`src/rtl/axi_burst_master_if.sv`:
```
// Channel bundle (AW/W/B and AR/R) between the burst master and the memory-side slave.
// Signal names follow the bus documentation, hence the upper case.
interface axi_burst_master_if #(
  parameter int ADDR_W = 8,
  parameter int DATA_W = 32,
  parameter int LEN_W  = 4
);
  logic [ADDR_W-1:0] AWADDR;
  logic [LEN_W-1:0]  AWBURST;
  logic              AWVALID;
  logic              AWREADY;
  logic [DATA_W-1:0] WDATA;
  logic              WVALID;
  logic              WLAST;
  logic              WREADY;
  logic              BRESP;
  logic              BVALID;
  logic              BREADY;
  logic [ADDR_W-1:0] ARADDR;
  logic [LEN_W-1:0]  ARBURST;
  logic              ARVALID;
  logic              ARREADY;
  logic [DATA_W-1:0] RDATA;
  logic              RVALID;
  logic              RLAST;
  logic              RRESP;
  logic              RREADY;

  modport master (
    output AWADDR, AWBURST, AWVALID, input AWREADY,
    output WDATA, WVALID, WLAST, input WREADY,
    input BRESP, BVALID, output BREADY,
    output ARADDR, ARBURST, ARVALID, input ARREADY,
    input RDATA, RVALID, RLAST, RRESP, output RREADY
  );

  modport slave (
    input AWADDR, AWBURST, AWVALID, output AWREADY,
    input WDATA, WVALID, WLAST, output WREADY,
    output BRESP, BVALID, input BREADY,
    input ARADDR, ARBURST, ARVALID, output ARREADY,
    output RDATA, RVALID, RLAST, RRESP, input RREADY
  );
endinterface

```
`src/rtl/axi_burst_master.sv`:
```
// Burst initiator: independent write (AW/W/B) and read (AR/R) engines, each with
// a handshake watchdog that aborts the burst and pulses err when the slave stalls.
module axi_burst_master #(
  parameter int ADDR_W    = 8,
  parameter int DATA_W    = 32,
  parameter int LEN_W     = 4,
  parameter int ADDR_STEP = 4,
  parameter int TIMEOUT   = 255
) (
  input  logic              clk,
  input  logic              reset,
  input  logic              i_wr_req,
  input  logic [ADDR_W-1:0] i_wr_addr,
  input  logic [LEN_W-1:0]  i_wr_len,
  input  logic [DATA_W-1:0] i_wr_data,
  input  logic              i_wr_data_valid,
  output logic              o_wr_data_ready,
  output logic              o_wr_busy,
  output logic              o_wr_done,
  output logic              o_wr_err,
  input  logic              i_rd_req,
  input  logic [ADDR_W-1:0] i_rd_addr,
  input  logic [LEN_W-1:0]  i_rd_len,
  output logic [DATA_W-1:0] o_rd_data,
  output logic              o_rd_data_valid,
  output logic              o_rd_busy,
  output logic              o_rd_done,
  output logic              o_rd_err,
  axi_burst_master_if.master bus
);

  localparam int               TMO_W    = $clog2(TIMEOUT + 1);
  localparam logic [TMO_W-1:0] TMO_LAST = TMO_W'(TIMEOUT - 1);
  localparam logic [TMO_W-1:0] TMO_ONE  = TMO_W'(1);
  localparam logic [LEN_W-1:0] LEN_ONE  = LEN_W'(1);
  localparam logic [LEN_W-1:0] LEN_ZERO = LEN_W'(0);

  // ADDR_STEP is informational only: the slave advances the address per beat.
  if (ADDR_STEP <= 0) begin : g_addr_step_unused
  end

  typedef enum logic [1:0] {W_IDLE, W_ADDR, W_DATA, W_RESP} w_state_t;
  typedef enum logic [1:0] {R_IDLE, R_ADDR, R_DATA} r_state_t;

  w_state_t          r_w_state;
  logic [LEN_W-1:0]  r_w_beats;
  logic [LEN_W-1:0]  r_w_pops;
  logic [TMO_W-1:0]  r_w_tmo;
  logic [ADDR_W-1:0] r_awaddr;
  logic [LEN_W-1:0]  r_awburst;
  logic              r_awvalid;
  logic [DATA_W-1:0] r_wdata;
  logic              r_wvalid;
  logic              r_wlast;
  logic              r_bready;
  logic              r_wr_done;
  logic              r_wr_err;

  r_state_t          r_r_state;
  logic [LEN_W-1:0]  r_r_beats;
  logic [TMO_W-1:0]  r_r_tmo;
  logic              r_r_sticky;
  logic [ADDR_W-1:0] r_araddr;
  logic [LEN_W-1:0]  r_arburst;
  logic              r_arvalid;
  logic              r_rready;
  logic [DATA_W-1:0] r_rd_data;
  logic              r_rd_valid;
  logic              r_rd_done;
  logic              r_rd_err;

  logic w_aw_hs, w_w_hs, w_b_hs, w_pop_rdy, w_pop, w_w_expire;
  logic w_ar_hs, w_r_beat, w_r_final, w_r_bad, w_r_expire;

  assign w_aw_hs    = r_awvalid & bus.AWREADY;
  assign w_w_hs     = r_wvalid & bus.WREADY;
  assign w_b_hs     = r_bready & bus.BVALID;
  // The output register refills when empty or draining this cycle, never past len pops.
  assign w_pop_rdy  = (r_w_state == W_DATA) && (r_w_pops != LEN_ZERO) && (!r_wvalid || bus.WREADY);
  assign w_pop      = w_pop_rdy & i_wr_data_valid;
  assign w_w_expire = (r_w_tmo == TMO_LAST);

  assign w_ar_hs    = r_arvalid & bus.ARREADY;
  assign w_r_beat   = r_rready & bus.RVALID;
  assign w_r_final  = (r_r_beats == LEN_ONE) || bus.RLAST;
  assign w_r_bad    = !bus.RRESP || (bus.RLAST != (r_r_beats == LEN_ONE));
  assign w_r_expire = (r_r_tmo == TMO_LAST);

  // Write engine FSM.
  always_ff @(posedge clk) begin
    if (reset) begin
      r_w_state <= W_IDLE;
      r_w_beats <= LEN_ZERO;
      r_w_pops  <= LEN_ZERO;
      r_w_tmo   <= '0;
      r_awaddr  <= '0;
      r_awburst <= LEN_ZERO;
      r_awvalid <= 1'b0;
      r_wdata   <= '0;
      r_wvalid  <= 1'b0;
      r_wlast   <= 1'b0;
      r_bready  <= 1'b0;
      r_wr_done <= 1'b0;
      r_wr_err  <= 1'b0;
    end else begin
      r_wr_done <= 1'b0;
      r_wr_err  <= 1'b0;
      case (r_w_state)
        W_IDLE: begin
          r_w_tmo <= '0;
          if (i_wr_req && (i_wr_len != LEN_ZERO)) begin
            r_awaddr  <= i_wr_addr;
            r_awburst <= i_wr_len;
            r_awvalid <= 1'b1;
            r_w_beats <= i_wr_len;
            r_w_pops  <= i_wr_len;
            r_w_state <= W_ADDR;
          end else if (i_wr_req) begin
            r_wr_err <= 1'b1;
          end else begin
            r_w_state <= W_IDLE;
          end
        end
        W_ADDR: begin
          if (w_aw_hs) begin
            r_awvalid <= 1'b0;
            r_w_tmo   <= '0;
            r_w_state <= W_DATA;
          end else if (w_w_expire) begin
            r_awvalid <= 1'b0;
            r_w_tmo   <= '0;
            r_wr_err  <= 1'b1;
            r_w_state <= W_IDLE;
          end else begin
            r_w_tmo <= r_w_tmo + TMO_ONE;
          end
        end
        W_DATA: begin
          if (w_pop) begin
            r_wdata  <= i_wr_data;
            r_wvalid <= 1'b1;
            r_wlast  <= (r_w_pops == LEN_ONE);
            r_w_pops <= r_w_pops - LEN_ONE;
          end else if (w_w_hs) begin
            r_wvalid <= 1'b0;
            r_wlast  <= 1'b0;
          end
          if (w_w_hs) begin
            r_w_beats <= r_w_beats - LEN_ONE;
          end
          if (w_w_hs && (r_w_beats == LEN_ONE)) begin
            r_bready  <= 1'b1;
            r_w_tmo   <= '0;
            r_w_state <= W_RESP;
          end else if (w_w_hs || w_pop) begin
            r_w_tmo <= '0;
          end else if (w_w_expire) begin
            r_wvalid  <= 1'b0;
            r_wlast   <= 1'b0;
            r_w_tmo   <= '0;
            r_wr_err  <= 1'b1;
            r_w_state <= W_IDLE;
          end else begin
            r_w_tmo <= r_w_tmo + TMO_ONE;
          end
        end
        W_RESP: begin
          if (w_b_hs || w_w_expire) begin
            r_bready  <= 1'b0;
            r_w_tmo   <= '0;
            r_wr_done <= w_b_hs & bus.BRESP;
            r_wr_err  <= !(w_b_hs & bus.BRESP);
            r_w_state <= W_IDLE;
          end else begin
            r_w_tmo <= r_w_tmo + TMO_ONE;
          end
        end
        default: begin
          r_awvalid <= 1'b0;
          r_wvalid  <= 1'b0;
          r_wlast   <= 1'b0;
          r_bready  <= 1'b0;
          r_w_state <= W_IDLE;
        end
      endcase
    end
  end

  // Read engine FSM; protocol errors are collected and reported at the final beat.
  always_ff @(posedge clk) begin
    if (reset) begin
      r_r_state  <= R_IDLE;
      r_r_beats  <= LEN_ZERO;
      r_r_tmo    <= '0;
      r_r_sticky <= 1'b0;
      r_araddr   <= '0;
      r_arburst  <= LEN_ZERO;
      r_arvalid  <= 1'b0;
      r_rready   <= 1'b0;
      r_rd_data  <= '0;
      r_rd_valid <= 1'b0;
      r_rd_done  <= 1'b0;
      r_rd_err   <= 1'b0;
    end else begin
      r_rd_valid <= 1'b0;
      r_rd_done  <= 1'b0;
      r_rd_err   <= 1'b0;
      case (r_r_state)
        R_IDLE: begin
          r_r_tmo <= '0;
          if (i_rd_req && (i_rd_len != LEN_ZERO)) begin
            r_araddr   <= i_rd_addr;
            r_arburst  <= i_rd_len;
            r_arvalid  <= 1'b1;
            r_r_beats  <= i_rd_len;
            r_r_sticky <= 1'b0;
            r_r_state  <= R_ADDR;
          end else if (i_rd_req) begin
            r_rd_err <= 1'b1;
          end else begin
            r_r_state <= R_IDLE;
          end
        end
        R_ADDR: begin
          if (w_ar_hs) begin
            r_arvalid <= 1'b0;
            r_rready  <= 1'b1;
            r_r_tmo   <= '0;
            r_r_state <= R_DATA;
          end else if (w_r_expire) begin
            r_arvalid <= 1'b0;
            r_r_tmo   <= '0;
            r_rd_err  <= 1'b1;
            r_r_state <= R_IDLE;
          end else begin
            r_r_tmo <= r_r_tmo + TMO_ONE;
          end
        end
        R_DATA: begin
          if (w_r_beat) begin
            r_rd_data  <= bus.RDATA;
            r_rd_valid <= 1'b1;
            r_r_beats  <= r_r_beats - LEN_ONE;
            r_r_tmo    <= '0;
            r_r_sticky <= r_r_sticky | w_r_bad;
            if (w_r_final) begin
              r_rready  <= 1'b0;
              r_rd_done <= !(r_r_sticky | w_r_bad);
              r_rd_err  <= r_r_sticky | w_r_bad;
              r_r_state <= R_IDLE;
            end else begin
              r_r_state <= R_DATA;
            end
          end else if (w_r_expire) begin
            r_rready  <= 1'b0;
            r_r_tmo   <= '0;
            r_rd_err  <= 1'b1;
            r_r_state <= R_IDLE;
          end else begin
            r_r_tmo <= r_r_tmo + TMO_ONE;
          end
        end
        default: begin
          r_arvalid <= 1'b0;
          r_rready  <= 1'b0;
          r_r_state <= R_IDLE;
        end
      endcase
    end
  end

  assign bus.AWADDR      = r_awaddr;
  assign bus.AWBURST     = r_awburst;
  assign bus.AWVALID     = r_awvalid;
  assign bus.WDATA       = r_wdata;
  assign bus.WVALID      = r_wvalid;
  assign bus.WLAST       = r_wlast;
  assign bus.BREADY      = r_bready;
  assign bus.ARADDR      = r_araddr;
  assign bus.ARBURST     = r_arburst;
  assign bus.ARVALID     = r_arvalid;
  assign bus.RREADY      = r_rready;

  assign o_wr_data_ready = w_pop_rdy;
  assign o_wr_busy       = (r_w_state != W_IDLE);
  assign o_wr_done       = r_wr_done;
  assign o_wr_err        = r_wr_err;
  assign o_rd_data       = r_rd_data;
  assign o_rd_data_valid = r_rd_valid;
  assign o_rd_busy       = (r_r_state != R_IDLE);
  assign o_rd_done       = r_rd_done;
  assign o_rd_err        = r_rd_err;

endmodule
```
`src/flat_wrapper.sv`:
```
// flat-port wrapper written by rule: the top's interface ports become plain ports
module axi_burst_master_flat 
#(
  parameter int ADDR_W    = 8,
  parameter int DATA_W    = 32,
  parameter int LEN_W     = 4,
  parameter int ADDR_STEP = 4,
  parameter int TIMEOUT   = 255
)
  (clk, reset, i_wr_req, i_wr_addr, i_wr_len, i_wr_data, i_wr_data_valid, o_wr_data_ready, o_wr_busy, o_wr_done, o_wr_err, i_rd_req, i_rd_addr, i_rd_len, o_rd_data, o_rd_data_valid, o_rd_busy, o_rd_done, o_rd_err, bus_AWADDR, bus_AWBURST, bus_AWVALID, bus_AWREADY, bus_WDATA, bus_WVALID, bus_WLAST, bus_WREADY, bus_BRESP, bus_BVALID, bus_BREADY, bus_ARADDR, bus_ARBURST, bus_ARVALID, bus_ARREADY, bus_RDATA, bus_RVALID, bus_RLAST, bus_RRESP, bus_RREADY);
  axi_burst_master_if #(.ADDR_W(ADDR_W), .DATA_W(DATA_W), .LEN_W(LEN_W)) bus_i ();
  input  logic clk;
  input  logic reset;
  input  logic i_wr_req;
  input  logic [ADDR_W-1:0] i_wr_addr;
  input  logic [LEN_W-1:0] i_wr_len;
  input  logic [DATA_W-1:0] i_wr_data;
  input  logic i_wr_data_valid;
  output logic o_wr_data_ready;
  output logic o_wr_busy;
  output logic o_wr_done;
  output logic o_wr_err;
  input  logic i_rd_req;
  input  logic [ADDR_W-1:0] i_rd_addr;
  input  logic [LEN_W-1:0] i_rd_len;
  output logic [DATA_W-1:0] o_rd_data;
  output logic o_rd_data_valid;
  output logic o_rd_busy;
  output logic o_rd_done;
  output logic o_rd_err;
  output wire logic [$bits(bus_i.AWADDR)-1:0] bus_AWADDR;
  output wire logic [$bits(bus_i.AWBURST)-1:0] bus_AWBURST;
  output wire logic [$bits(bus_i.AWVALID)-1:0] bus_AWVALID;
  input wire logic [$bits(bus_i.AWREADY)-1:0] bus_AWREADY;
  output wire logic [$bits(bus_i.WDATA)-1:0] bus_WDATA;
  output wire logic [$bits(bus_i.WVALID)-1:0] bus_WVALID;
  output wire logic [$bits(bus_i.WLAST)-1:0] bus_WLAST;
  input wire logic [$bits(bus_i.WREADY)-1:0] bus_WREADY;
  input wire logic [$bits(bus_i.BRESP)-1:0] bus_BRESP;
  input wire logic [$bits(bus_i.BVALID)-1:0] bus_BVALID;
  output wire logic [$bits(bus_i.BREADY)-1:0] bus_BREADY;
  output wire logic [$bits(bus_i.ARADDR)-1:0] bus_ARADDR;
  output wire logic [$bits(bus_i.ARBURST)-1:0] bus_ARBURST;
  output wire logic [$bits(bus_i.ARVALID)-1:0] bus_ARVALID;
  input wire logic [$bits(bus_i.ARREADY)-1:0] bus_ARREADY;
  input wire logic [$bits(bus_i.RDATA)-1:0] bus_RDATA;
  input wire logic [$bits(bus_i.RVALID)-1:0] bus_RVALID;
  input wire logic [$bits(bus_i.RLAST)-1:0] bus_RLAST;
  input wire logic [$bits(bus_i.RRESP)-1:0] bus_RRESP;
  output wire logic [$bits(bus_i.RREADY)-1:0] bus_RREADY;
  assign bus_AWADDR = bus_i.AWADDR;
  assign bus_AWBURST = bus_i.AWBURST;
  assign bus_AWVALID = bus_i.AWVALID;
  assign bus_i.AWREADY = bus_AWREADY;
  assign bus_WDATA = bus_i.WDATA;
  assign bus_WVALID = bus_i.WVALID;
  assign bus_WLAST = bus_i.WLAST;
  assign bus_i.WREADY = bus_WREADY;
  assign bus_i.BRESP = bus_BRESP;
  assign bus_i.BVALID = bus_BVALID;
  assign bus_BREADY = bus_i.BREADY;
  assign bus_ARADDR = bus_i.ARADDR;
  assign bus_ARBURST = bus_i.ARBURST;
  assign bus_ARVALID = bus_i.ARVALID;
  assign bus_i.ARREADY = bus_ARREADY;
  assign bus_i.RDATA = bus_RDATA;
  assign bus_i.RVALID = bus_RVALID;
  assign bus_i.RLAST = bus_RLAST;
  assign bus_i.RRESP = bus_RRESP;
  assign bus_RREADY = bus_i.RREADY;
  axi_burst_master #(.ADDR_W(ADDR_W), .DATA_W(DATA_W), .LEN_W(LEN_W), .ADDR_STEP(ADDR_STEP), .TIMEOUT(TIMEOUT)) u_core (.clk(clk), .reset(reset), .i_wr_req(i_wr_req), .i_wr_addr(i_wr_addr), .i_wr_len(i_wr_len), .i_wr_data(i_wr_data), .i_wr_data_valid(i_wr_data_valid), .o_wr_data_ready(o_wr_data_ready), .o_wr_busy(o_wr_busy), .o_wr_done(o_wr_done), .o_wr_err(o_wr_err), .i_rd_req(i_rd_req), .i_rd_addr(i_rd_addr), .i_rd_len(i_rd_len), .o_rd_data(o_rd_data), .o_rd_data_valid(o_rd_data_valid), .o_rd_busy(o_rd_busy), .o_rd_done(o_rd_done), .o_rd_err(o_rd_err), .bus(bus_i));
endmodule
```
`config.mk`:
```
export PLATFORM = sky130hd
export DESIGN_NAME = axi_burst_master_flat
export DESIGN_NICKNAME = d
export VERILOG_FILES = /design/src/rtl/axi_burst_master_if.sv /design/src/rtl/axi_burst_master.sv /design/src/flat_wrapper.sv
export SDC_FILE = /design/constraint.sdc
export NUM_CORES = 1
export LEC_CHECK = 0
export BUFFER_PORTS_ARGS = -buffer_cell sky130_fd_sc_hd__buf_2
export CORE_MARGIN = 4
export CORE_UTILIZATION = 53
export DETAILED_ROUTE_END_ITERATION = 12
export PLACE_DENSITY_LB_ADDON = 0.1
export SYNTH_ARGS = -nofsm -noshare
export SYNTH_HDL_FRONTEND = slang
export SYNTH_SLANG_ARGS = --single-unit
```
`constraint.sdc`:
```
create_clock -name clk -period 3.55 [get_ports clk]
set_clock_uncertainty 0.15 [all_clocks]
set_input_delay 0.5325 -clock clk [delete_from_list [all_inputs] [get_ports clk]]
set_output_delay 0.5325 -clock clk [all_outputs]
set_load 0.03 [all_outputs]
```
======== Word-level counts from Yosys, hierarchy flattened ========
Index checks and enable logic that the tools add are counted.
storage, ports and cells
  register bits ........................... 132
  input port bits ......................... 101
  logic and storage cells ................. 188
operators by class
  eq/ne operators ......................... 26
  mux-type cells .......................... 77
  $add $sub $neg .......................... 5
  bitwise logic cells ..................... 14
  reduce and logical (&&, ||, !) cells .... 41
operator list
  operator             number
  $mux 8               8
  $mux 1               37
  $pmux 8 s4           1
  $mux 2               13
  $pmux 4 s2           3
  $pmux 8 s3           1
  $reduce_and 3->1     7
  $mux 4               5
  $add 8x1->8 const B  2
  $eq 8x8->1 const B   2
  $ne 2x1->1 const B   7
  $eq 4x1->1 const B   3
  $reduce_bool 2->1    6
  $reduce_bool 4->1    3
  $sub 4x1->4 const B  3
  $ne 3x1->1 const B   3
  $pmux 1 s3           3
  $pmux 2 s4           1
  $reduce_and 2->1     4
  $and 1x1->1          7
  $eq 2x2->1 const B   3
  $ne 3x2->1 const B   2
  $ne 3x3->1 const B   2
  $not 1->1            6
  16 further kinds     31

======== Depth between registers and ports, before layout ========
  word-level depth ........................ 8
  depth in mapped cells ................... 8
  mapped depth without buffers ............ 8

======== Worst setup path after synthesis ========
No wires, ideal clock.
  kind .................................... register to output
  start point ............................. register u_core.r_w_state[0]
  end point ............................... output port o_wr_data_ready
  stages on the path, launching flop included .. 6
  path slack .............................. 1.314 ns
  required time ........................... 2.867 ns
  arrival ................................. 1.553 ns
  cell sequence ........................... dfxtp_1 -> buf_2 -> and2b_1 -> clkbuf_1 -> o21ai_0 -> a21oi_1
between the ends
  word-level cells in the longest chain between the ends .. 3
RTL lines
  item                             RTL line                 text
  start, declared                  axi_burst_master.sv:45   w_state_t r_w_state;
  start signal, assigned           axi_burst_master.sv:92   r_w_state <= W_IDLE;
  start signal, assigned           axi_burst_master.sv:117  r_w_state <= W_ADDR;
  start signal, assigned           axi_burst_master.sv:121  r_w_state <= W_IDLE;
  $eq 2x2->1                       axi_burst_master.sv:79   assign w_pop_rdy = (r_w_state == W_DATA) && (r_w_pops != LEN_ZERO) && (!r_wvalid || bus.WREADY);
  $logic_and 1x1->1 (2 in series)  axi_burst_master.sv:79
  end, declared                    flat_wrapper.sv:19       output logic o_wr_data_ready;
Every way passes these cells.

======== Worst setup path after layout ========
  start point ............................. register u_core.r_w_state[1]
  end point ............................... output port o_wr_data_ready
The elaborated chain is that of the path after synthesis.

==> results.sh <==
export IMPL_status="complete, no violations"
export IMPL_crit_path_start_kind="flop"
export IMPL_first_iter_violations=328
export IMPL_via_count=5364
export IMPL_final_common_cell="buf_2"
export IMPL_yosysUniqueCellTypes=57
export IMPL_antenna_cells=0
export IMPL_grt_busiest_layer="met2"
export IMPL_cts_resized=0
export IMPL_via_per_inst=5.31
export IMPL_cts_clk_slew_worst_paths_ns=0.06
export IMPL_worstReg2RegStart="u_core.r_w_pops[0]$_SDFFE_PP0P_"
export IMPL_synth_edff_count=0
export IMPL_pin_count=203
export IMPL_grt_overflow=0
export IMPL_tightest_slew_ns=0.935
export IMPL_grt_pass1_wl_um=23000
export IMPL_wire_per_inst_um=14.2
export IMPL_synthCells=677
export IMPL_path_class="flop to output port"
export IMPL_gp_congestion=0.869
export IMPL_setup_tns_ns=0
export IMPL_synth_nets=793
export IMPL_insertion_delay_ns=0.51
export IMPL_gr_usage_met3_pct=6.28
export IMPL_final_setup_viol_count=0
export IMPL_p_leak_nw=3.08
export IMPL_power_density_nw_per_um2=506
export IMPL_drc_errors=0
export IMPL_slew_headroom_pct=37.7
export IMPL_routed_wirelength_um=14400
export IMPL_ant_nets=0
export IMPL_layout_drive_gt1_share_pct=27.7
export IMPL_timing_rr_end="u_core.r_w_pops[0]$_SDFFE_PP0P_"
export IMPL_arrival_ns=1.94
export IMPL_grt_usage_pct=23.9
export IMPL_async_flop_share_pct=0
export IMPL_grt_pass1_vias=5065
export IMPL_fin_crit_sh_pct=74.0
export IMPL_die_area_um2=11900
export IMPL_grt_max_degree=93
export IMPL_end_kind="output port"
export IMPL_final_cell_count_no_fill=1011
export IMPL_drv_cap=0
export IMPL_clock_sinks=132
export IMPL_ys_warn_count=0
export IMPL_dp_cells=980
export IMPL_start_util_pct=54.9
export IMPL_grt_use_met1_pct=28.0
export IMPL_core_area_um2=9860
export IMPL_antenna_found_initial=0
export IMPL_synth_top_flop_cell="dfxtp_1"
export IMPL_die_h_um=109
export IMPL_postCtsHoldBufs=0
export IMPL_slew_violations=0
export IMPL_cts_tree="done"
export IMPL_htreeDepth=4
export IMPL_syn_area_um2=5410
export IMPL_cts_buffers=17
export IMPL_grtUsageMet2_pct=41.8
export IMPL_ys_seq_area_share_pct=48.8
export IMPL_hold_path_class="input port to flop"
export IMPL_rsz0062_at_grt="no"
export IMPL_cts_root_buf="clkbuf_8"
export IMPL_hold_viol=0
export IMPL_io_buffers=202
export IMPL_finalNetCount=982
export IMPL_syn_to_final_growth_pct=30.4
export IMPL_rrSetupSlack_ns=0.97
export IMPL_min_period_ns=2.63
export IMPL_synth_seq_cells=132
export IMPL_dpl_hpwl_um=10400
export IMPL_max_freq_ghz=0.381
export IMPL_final_cell_mix="buf_2, nand2_1, dfxtp_1"
export IMPL_cts_path_max_buffers=2
export IMPL_worst_path_max_fanout=14
export IMPL_die_x_um=109
export IMPL_syn_avg_cell_area_um2=8.00
export IMPL_startpoint="u_core.r_w_state[1]$_SDFFE_PP0P_"
export IMPL_r2r_cells=7
export IMPL_cp_data_required_time_ns=2.87
export IMPL_endpoint="o_wr_data_ready"
export IMPL_drt_pass1_iterations=5
export IMPL_rows=36
export IMPL_post_cts_setup_buffers=0
export IMPL_peakVddDrop_v=0.000277
-- metrics by stage --
stage               worst slack [ns]  total power (W)  util, %  hold slack (ns)  cell area, um^2
floorplan                       1.31          0.00179        -            0.282             5410
global placement                1.12          0.00190     65.8            0.289             6490
detailed placement             0.965          0.00192     65.8            0.294             6490
CTS                            0.933          0.00360     71.6           0.0832             7060
global route                   0.768          0.00370     71.6           0.0919             7060
finish                         0.923          0.00357     71.6            0.104             7060
-- registers in the layout, summed over array words and instances, names as in the netlist, 4 cells and up --
name,count
u_core.bus.ARBURST,4
u_core.r_w_beats,4
u_core.bus.AWBURST,4
u_core.r_w_tmo,8
u_core.r_w_pops,4
u_core.r_r_tmo,8
u_core.bus.WDATA,32
u_core.bus.AWADDR,8
u_core.bus.ARADDR,8
u_core.r_r_beats,4
u_core.o_rd_data,32
-- final cells by class --
class / count / area, um^2
Fill cell: 833 / 2810
Timing Repair Buffer: 207 / 1050
Clock buffer: 20 / 435
Tap cell: 133 / 166
Clock inverter: 11 / 135
Sequential cell: 132 / 2640
Inverter: 21 / 78.8
Multi-Input combinational cell: 487 / 2550
-- where the power goes --
group	switching, W	internal (W)
Clock	0.000611	0.00108
Combinational	0.000209	0.000126
Sequential	0.0000319	0.00152
-- worst min path at each step --
stage / start / to / slack, ns / cells past startpoint
floorplan: u_core.r_r_sticky$_SDFFE_PP0P_ / u_core.r_r_sticky$_SDFFE_PP0P_ / 0.28 / 2
global placement: u_core.o_rd_data[18]$_SDFFE_PP0P_ / u_core.o_rd_data[18]$_SDFFE_PP0P_ / 0.29 / 2
detailed placement: u_core.bus.WDATA[11]$_SDFFE_PP0P_ / u_core.bus.WDATA[11]$_SDFFE_PP0P_ / 0.29 / 2
CTS: i_wr_data[0] / u_core.bus.WDATA[0]$_SDFFE_PP0P_ / 0.08 / 3
global route: i_wr_data[27] / u_core.bus.WDATA[27]$_SDFFE_PP0P_ / 0.09 / 3
finish: i_wr_data[27] / u_core.bus.WDATA[27]$_SDFFE_PP0P_ / 0.10 / 3
-- synthesized netlist by cell type (all sizes together), types with 2 or more instances --
cell type  number  area (um^2)
a211oi          4         30.0
a21o            2         15.0
a21oi         106          531
a22oi           4         30.0
a2bb2oi         2         17.5
a311oi          2         17.5
a31oi           5         31.3
a32oi           4         35.0
and2            5         33.8
and3            4         25.0
and4            3         26.3
buf             6         32.5
clkbuf         31          116
dfxtp         132         2640
ha             15          188
inv            21         78.8
nand2         192          721
nand2b          2         12.5
nand3          12         65.1
nand4           5         31.3
nor2           42          158
nor2b           5         31.3
nor3            3         15.0
nor3b           3         27.5
nor4            2         12.5
o2111ai         2         17.5
o211ai          2         15.0
o21a            3         22.5
o21ai          15         75.1
o22ai           4         25.0
o31a            2         17.5
o31ai           2         15.0
or3             4         25.0
or4             3         26.3
xnor2           3         26.3
xor2            9         78.8
-- metal layers --
layer	routed length (um)	vias to the layer above
met5	0	-
met4	238	0
met3	1140	20
met2	7250	211
met1	5740	2467
li1	-	2666
-- cells by family after synthesis --
kind of cell               after synthesis  synth area share (%)
xor gates and xnor gates                12                  1.94
adders and majority gates               15                  3.47
DFF                                    132                  48.8
AOI/OAI and AO/OA                      170                  18.4
and+or+nand+nor                        289                  23.0
muxes                                    1                 0.185
buffers and inverters                   58                  4.21
-- critical path, stage by stage, from the launching register on --
cell and delay, ns:
dfxtp_1 0.48, and2b_1 0.45, o21ai_0 0.15, a21oi_1 0.13, buf_2 0.22
Note: power is estimated with default switching activity, not from simulation.
